`src/rtl/ed_sobel_window_if.sv`:
```
// rtl/ed_sobel_window_if.sv - pixel tap / edge result bundle for ed_sobel_window
interface ed_sobel_window_if #(
    parameter int PIX_W = 12,
    parameter int MAG_W = PIX_W + 3
);
    logic             enable;
    logic [PIX_W-1:0] row0_in;
    logic [PIX_W-1:0] row1_in;
    logic [PIX_W-1:0] row2_in;
    logic [8:0]       h_pos;
    logic [7:0]       v_pos;
    logic [MAG_W-1:0] threshold;
    logic             out_valid;
    logic             edge_out;
    logic [MAG_W-1:0] mag_out;
    logic [8:0]       out_h;
    logic [7:0]       out_v;
    logic             frame_done;
    logic [16:0]      edge_count;

    modport master (
        output enable, row0_in, row1_in, row2_in, h_pos, v_pos, threshold,
        input  out_valid, edge_out, mag_out, out_h, out_v, frame_done, edge_count
    );

    modport slave (
        input  enable, row0_in, row1_in, row2_in, h_pos, v_pos, threshold,
        output out_valid, edge_out, mag_out, out_h, out_v, frame_done, edge_count
    );
endinterface

```
`src/rtl/ed_sobel_window.sv`:
```
// rtl/ed_sobel_window.sv - 3x3 Sobel window, thresholded edge bit and per-frame edge count
module ed_sobel_window #(
    parameter int PIX_W  = 12,
    parameter int H_SIZE = 320,
    parameter int V_SIZE = 240
) (
    input  logic             clk,
    input  logic             reset,
    ed_sobel_window_if.slave pix
);
    localparam int MAG_W = PIX_W + 3;
    localparam int SUM_W = PIX_W + 2;

    // Window: win[row][col], row 0 = newest line (bottom), col 0 = newest column.
    logic [PIX_W-1:0] win [3][3];
    logic [PIX_W-1:0] row_in [3];

    logic             s0_valid;
    logic [8:0]       s0_h;
    logic [7:0]       s0_v;

    logic                    s1_valid;
    logic signed [MAG_W-1:0] s1_gx;
    logic signed [MAG_W-1:0] s1_gy;
    logic [8:0]              s1_h;
    logic [7:0]              s1_v;
    logic                    s1_border;

    logic [16:0]      run_count;

    logic             qualify;
    logic [SUM_W-1:0] col_new, col_old, row_top, row_bot;
    logic signed [MAG_W-1:0] gx_c, gy_c;
    logic [MAG_W-1:0] mag_c;
    logic             edge_c;
    logic             last_c;

    function automatic logic [SUM_W-1:0] tap_sum(input logic [PIX_W-1:0] a,
                                                  input logic [PIX_W-1:0] b,
                                                  input logic [PIX_W-1:0] c);
        return SUM_W'(a) + (SUM_W'(b) << 1) + SUM_W'(c);
    endfunction

    function automatic logic [MAG_W-1:0] abs_val(input logic signed [MAG_W-1:0] x);
        return x[MAG_W-1] ? MAG_W'(-x) : MAG_W'(x);
    endfunction

    // Gather the three vertical taps so the window shift can loop over rows.
    always_comb begin
        row_in[0] = pix.row0_in;
        row_in[1] = pix.row1_in;
        row_in[2] = pix.row2_in;
    end

    // Stage 0: shift the window on each pixel strobe.
    always_ff @(posedge clk) begin
        if (!reset) begin
            for (int r = 0; r < 3; r++) begin
                for (int c = 0; c < 3; c++) begin
                    win[r][c] <= '0;
                end
            end
        end else if (pix.enable) begin
            for (int r = 0; r < 3; r++) begin
                win[r][2] <= win[r][1];
                win[r][1] <= win[r][0];
                win[r][0] <= row_in[r];
            end
        end
    end

    // Only positions whose window centre lies inside the frame produce a result.
    always_comb begin
        qualify = pix.enable
                  && (pix.h_pos >= 9'd2) && (pix.h_pos <= 9'(H_SIZE))
                  && (pix.v_pos >= 8'd2) && (pix.v_pos <= 8'(V_SIZE));
    end

    // Stage 0: tag the freshly shifted window with its centre position.
    always_ff @(posedge clk) begin
        if (!reset) begin
            s0_valid <= 1'b0;
            s0_h     <= '0;
            s0_v     <= '0;
        end else begin
            s0_valid <= qualify;
            if (qualify) begin
                s0_h <= pix.h_pos - 9'd1;
                s0_v <= pix.v_pos - 8'd1;
            end
        end
    end

    // Weighted column/row sums and the two signed gradients.
    always_comb begin
        col_new = tap_sum(win[0][0], win[1][0], win[2][0]);
        col_old = tap_sum(win[0][2], win[1][2], win[2][2]);
        row_top = tap_sum(win[2][0], win[2][1], win[2][2]);
        row_bot = tap_sum(win[0][0], win[0][1], win[0][2]);
        gx_c    = $signed({1'b0, col_new}) - $signed({1'b0, col_old});
        gy_c    = $signed({1'b0, row_top}) - $signed({1'b0, row_bot});
    end

    // Stage 1: register gradients; first column/line windows straddle stale data.
    always_ff @(posedge clk) begin
        if (!reset) begin
            s1_valid  <= 1'b0;
            s1_gx     <= '0;
            s1_gy     <= '0;
            s1_h      <= '0;
            s1_v      <= '0;
            s1_border <= 1'b0;
        end else begin
            s1_valid <= s0_valid;
            if (s0_valid) begin
                s1_gx     <= gx_c;
                s1_gy     <= gy_c;
                s1_h      <= s0_h;
                s1_v      <= s0_v;
                s1_border <= (s0_h == 9'd1) || (s0_v == 8'd1);
            end
        end
    end

    // Magnitude, edge decision and last-centre detection.
    always_comb begin
        mag_c  = s1_border ? '0 : abs_val(s1_gx) + abs_val(s1_gy);
        edge_c = !s1_border && (mag_c > pix.threshold);
        last_c = (s1_h == 9'(H_SIZE - 1)) && (s1_v == 8'(V_SIZE - 1));
    end

    // Stage 2: emit the result and maintain the per-frame edge count.
    always_ff @(posedge clk) begin
        if (!reset) begin
            pix.out_valid  <= 1'b0;
            pix.edge_out   <= 1'b0;
            pix.mag_out    <= '0;
            pix.out_h      <= '0;
            pix.out_v      <= '0;
            pix.frame_done <= 1'b0;
            pix.edge_count <= '0;
            run_count      <= '0;
        end else begin
            pix.out_valid  <= s1_valid;
            pix.frame_done <= 1'b0;
            if (s1_valid) begin
                pix.edge_out <= edge_c;
                pix.mag_out  <= mag_c;
                pix.out_h    <= s1_h;
                pix.out_v    <= s1_v;
                if (last_c) begin
                    pix.frame_done <= 1'b1;
                    pix.edge_count <= run_count + 17'(edge_c);
                    run_count      <= '0;
                end else begin
                    run_count <= run_count + 17'(edge_c);
                end
            end
        end
    end
endmodule

```
`src/flat_wrapper.sv`:
```
// flat-port wrapper written by rule: the top's interface ports become plain ports
module ed_sobel_window_flat 
#(
    parameter int PIX_W  = 12,
    parameter int H_SIZE = 320,
    parameter int V_SIZE = 240
)
  (clk, reset, pix_enable, pix_row0_in, pix_row1_in, pix_row2_in, pix_h_pos, pix_v_pos, pix_threshold, pix_out_valid, pix_edge_out, pix_mag_out, pix_out_h, pix_out_v, pix_frame_done, pix_edge_count);
  ed_sobel_window_if #(.PIX_W(PIX_W)) pix_i ();
  input  logic clk;
  input  logic reset;
  input wire logic [$bits(pix_i.enable)-1:0] pix_enable;
  input wire logic [$bits(pix_i.row0_in)-1:0] pix_row0_in;
  input wire logic [$bits(pix_i.row1_in)-1:0] pix_row1_in;
  input wire logic [$bits(pix_i.row2_in)-1:0] pix_row2_in;
  input wire logic [$bits(pix_i.h_pos)-1:0] pix_h_pos;
  input wire logic [$bits(pix_i.v_pos)-1:0] pix_v_pos;
  input wire logic [$bits(pix_i.threshold)-1:0] pix_threshold;
  output wire logic [$bits(pix_i.out_valid)-1:0] pix_out_valid;
  output wire logic [$bits(pix_i.edge_out)-1:0] pix_edge_out;
  output wire logic [$bits(pix_i.mag_out)-1:0] pix_mag_out;
  output wire logic [$bits(pix_i.out_h)-1:0] pix_out_h;
  output wire logic [$bits(pix_i.out_v)-1:0] pix_out_v;
  output wire logic [$bits(pix_i.frame_done)-1:0] pix_frame_done;
  output wire logic [$bits(pix_i.edge_count)-1:0] pix_edge_count;
  assign pix_i.enable = pix_enable;
  assign pix_i.row0_in = pix_row0_in;
  assign pix_i.row1_in = pix_row1_in;
  assign pix_i.row2_in = pix_row2_in;
  assign pix_i.h_pos = pix_h_pos;
  assign pix_i.v_pos = pix_v_pos;
  assign pix_i.threshold = pix_threshold;
  assign pix_out_valid = pix_i.out_valid;
  assign pix_edge_out = pix_i.edge_out;
  assign pix_mag_out = pix_i.mag_out;
  assign pix_out_h = pix_i.out_h;
  assign pix_out_v = pix_i.out_v;
  assign pix_frame_done = pix_i.frame_done;
  assign pix_edge_count = pix_i.edge_count;
  ed_sobel_window #(.PIX_W(PIX_W), .H_SIZE(H_SIZE), .V_SIZE(V_SIZE)) u_core (.clk(clk), .reset(reset), .pix(pix_i));
endmodule
```
`config.mk`:
```
export PLATFORM = sky130hd
export DESIGN_NAME = ed_sobel_window_flat
export DESIGN_NICKNAME = d
export VERILOG_FILES = /design/src/rtl/ed_sobel_window_if.sv /design/src/rtl/ed_sobel_window.sv /design/src/flat_wrapper.sv
export SDC_FILE = /design/constraint.sdc
export NUM_CORES = 1
export LEC_CHECK = 0
export CAP_MARGIN = 20
export CORE_MARGIN = 2
export CORE_UTILIZATION = 35
export CTS_BUF_LIST = sky130_fd_sc_hd__clkbuf_4 sky130_fd_sc_hd__clkbuf_8 sky130_fd_sc_hd__clkbuf_16
export CTS_CLUSTER_DIAMETER = 80
export DETAILED_ROUTE_END_ITERATION = 8
export PLACE_DENSITY = 0.65
export SLEW_MARGIN = 30
export SYNTH_ARGS = -nofsm -noshare
export SYNTH_HDL_FRONTEND = slang
export SYNTH_SLANG_ARGS = --single-unit
```
`constraint.sdc`:
```
create_clock -name clk -period 4.65 [get_ports clk]
set_clock_uncertainty 0.05 [all_clocks]
set_input_delay 0.465 -clock clk [delete_from_list [all_inputs] [get_ports clk]]
set_output_delay 0.465 -clock clk [all_outputs]
set_load 0.03 [all_outputs]
```
==> summary.txt <==
Run status
  • Status: finished with violations
  • Violated checks: negative setup slack

Timing
  • Final setup viols: 32
  • Unrepaired setup endpoints after global routing: yes
  • Fmax: 191.4 MHz
  • Worst-Margin Slew: 0.8570 ns
  • Slew headroom: 42.86%
  • Slew Viols, Final: 0
  • Final Hold Fails: 0
  • Final min period: 5.223 ns
  • Final worst slack: -0.5735 ns
  • Fin crit share: 112.3%
  • Hold Worst Slack: 0.3725 ns

Finish
  • Share of cells above drive strength 1: 15.59%
  • Nets@finish: 1,859
  • Final instance area: 18,530 µm²
  • N_diodes: 0
  • Post-Route Utilization: 45.38%
  • # fillers: 3,807
  • Area growth, synth to finish: 28.04%

Die
  • Starting density of the core: 35.44%
  • Die Height: 207.3 µm
  • Num rows: 74
  • Die W: 207.3 µm
  • Boundary Pins: 123
  • Die area: 42,990 µm²
  • Core area: 40,830 µm²

Drt
  • DR iter-0 viols: 558
  • Wire per inst: 15.34 µm
  • DR DRC count: 0
  • DR vias/cell: 4.954
  • Final wirelength: 33.43 mm
  • DRT antenna net count: 0
  • Initial DRT Pass Iterations: 5
  • DR vias: 10,799

Power
  • Design Power: 0.009516 W
  • Static Leakage: 7.717 nW
  • Pwr dens: 513.6 nW/µm²
  • Peak supply drop: 0.3643 mV

Placement
  • Input/output buffers: 122
  • DP HPWL: 24.37 mm
  • Gpl congestion: 0.8348
  • Area after DPL: 16,930 µm²

Critical path
  • Setup CP Type: flop to flop
  • WP data required: 5.01 ns
  • WP data arrival: 5.59 ns
  • Setup slack, reg-to-reg: -0.57 ns
  • CP max FO: 5
  • Worst setup SP type: flop
  • Critical path capture point type: flop
  • Reg2reg start: u_core.s1_gx[6]
  • R2R cell count: 25
  • Worst flop-to-flop path endpoint: u_core.pix.edge_count[12]

Job
  • Max Cap Violations: 0

Clock network
  • Clock latency at the later pin of the worst-skew pair: 0.56 ns
  • Max Root-Sink Buffers: 3
  • CTS H-Tree Depth: 1
  • TritonCTS buffer count: 29
  • Clk slew on worst S/H paths: 0.06 ns
  • Clk sink count: 244
  • Post-CTS Hold Fix Bufs: 0
  • CTS Root Cell: clkbuf_16
  • CTS tree: built

Logic synthesis
  • Synth Instances: 1,411
  • Most used flip-flop cell after synthesis: dfxtp_1
  • Synth Register Bits: 244
  • Post-synth EDFFs: 108
  • Ys async rst share: 0%
  • Unique masters post-synth: 62
  • Yosys Warn Count: 0
  • Syn avg cell area: 10.26 µm²
  • Synth Cell Area: 14,470 µm²
  • Syn_nets: 1,645
  • Part of the Yosys area used for sequential elements: 41.22%

Worst hold path
  • Classification of the worst-slack hold path: input port to flop
  • Hold EP: u_core.run_count[9]
  • WHS Path Cells: 2
  • Min-delay src: reset

Global route
  • Largest net degree at the start of global routing: 110
  • First-pass GRT wire length: 54.32 mm
  • Initial antenna violation count: 0
  • Vias in the first global route: 10,696
  • Grt total ovfl: 0
  • Total GRT Usage: 15.09%
-- area by class of cell --
type	instances	area (µm²)	share of cell area [%]
multi-input combinational	972	8164	44.06
clock inverter	19	239.0	1.290
inverter	129	484.2	2.613
tap	532	665.6	3.592
timing repair buffer	249	2213	11.95
clock buffer	35	789.5	4.261
sequential	244	5973	32.24
-- worst max-delay path, cell delays in order, from the launching register on --
cell and delay (ns):
dfxtp_2 0.33, nor4_4 0.30, or4b_4 0.54, o41ai_4 0.23, xnor2_1 0.12, ha_1 0.38, and4_1 0.23, nand3_1 0.10
o21a_1 0.21, a21oi_2 0.18, nor3_2 0.07, ha_1 0.34, nand3_2 0.11, nor3_2 0.14, o21ai_1 0.10, o311ai_2 0.09
and2_4 0.24, ha_4 0.15, nand3_4 0.09, buf_6 0.15, nor4_4 0.30, buf_4 0.18, nand2_4 0.06, buf_4 0.15
xor2_1 0.14, a21oi_1 0.09
-- through the flow --
stage | setup TNS (ns) | cells | worst slack [ns]
2_1_floorplan | -0.1764 | 1411 | -0.09885
3_3_place_gp | -9.264 | 2098 | -0.5532
3_5_place_dp | -12.83 | 2098 | -0.7046
4_1_cts | -7.687 | 2162 | -0.4214
5_1_grt | -20.99 | 2180 | -0.9330
6_report | -9.917 | 2180 | -0.5735
-- worst max path at each step --
stage,startpoint,cells past startpoint,slack (ns),to
floorplan,u_core.s1_gx[4],26,-0.1,u_core.run_count[16]
global placement,u_core.s1_gx[6],23,-0.55,u_core.run_count[12]
detailed placement,u_core.s1_gx[6],25,-0.70,u_core.run_count[12]
CTS,u_core.s1_gx[3],23,-0.42,u_core.run_count[16]
global route,u_core.s1_gy[5],27,-0.93,u_core.run_count[12]
finish,u_core.s1_gx[6],25,-0.57,u_core.pix.edge_count[12]
-- routing by layer --
metal	vias to the layer above	GRT usage [%]	part of all wire, %
met4	0	3.793	2.2
met5	-	0	0
met2	225	24.34	46
met1	5185	21.33	48
li1	5343	-	-
met3	46	2.179	3.9
-- synthesized netlist by cell type (12+ instances only) --
cell	count	area share [%]
a211oi_1	29	1.5
a21o_1	14	0.73
a21oi_1	49	1.7
and3_1	118	5.1
clkbuf_1	59	1.5
dfxtp_1	136	19
edfxtp_1	108	22
fa_1	95	13
ha_1	68	5.9
inv_1	127	3.3
mux2i_1	56	3.9
nand2_1	57	1.5
nand2b_1	15	0.65
nand3_1	14	0.48
nand3b_1	12	0.62
nor2_1	149	3.9
nor3_1	22	0.76
o21a_1	15	0.78
o21ai_0	58	2.0
xnor2_1	54	3.3
xor2_1	21	1.3
-- repair_timing --
item,in CTS,in global routing
pin swaps,26,48
setup endpoints to repair,33,34
gates resized for setup,42,39
cloned,0,0
buffers inserted,10,17
-- cells by family (layout without fill, tap and decap cells) --
logic type	after synthesis	after routing	synth area share, %
multiplexers	56	56	3.873
AND/OR/NAND/NOR	453	453	16.18
buffers and inverters	195	432	5.058
AO/OA/AOI/OAI	225	225	10.11
adder cells (fa/ha/maj)	163	163	19.02
XOR/XNOR	75	75	4.539
flip-flops	244	244	41.22
-- power breakdown --
part,switching (W),internal (W)
Combinational,0.00231,0.00223
Sequential,0.000161,0.00241
Clock,0.000912,0.00149
Total,0.00339,0.00613
-- sequential cells by signal, summed over array words and instances (netlist names), 9 cells and up --
| name | flops |
|---|---|
| u_core.win | 108 |
| u_core.s1_gy | 15 |
| u_core.pix.edge_count | 17 |
| u_core.s1_gx | 15 |
| u_core.pix.mag_out | 15 |
| u_core.s0_h | 9 |
| u_core.pix.out_h | 9 |
| u_core.run_count | 17 |
| u_core.s1_h | 9 |
-- placed cells by master, fill, tap and decap left out, drive strengths merged, types with 49 or more instances in the layout --
cell,n
o21ai,58
nor2,149
dfxtp,136
inv,131
buf,129
clkdlybuf4s50,120
ha,68
xnor2,54
fa,95
a21oi,49
nand2,57
mux2i,56
and3,119
edfxtp,108
Note: power is estimated with default switching activity, not from simulation.
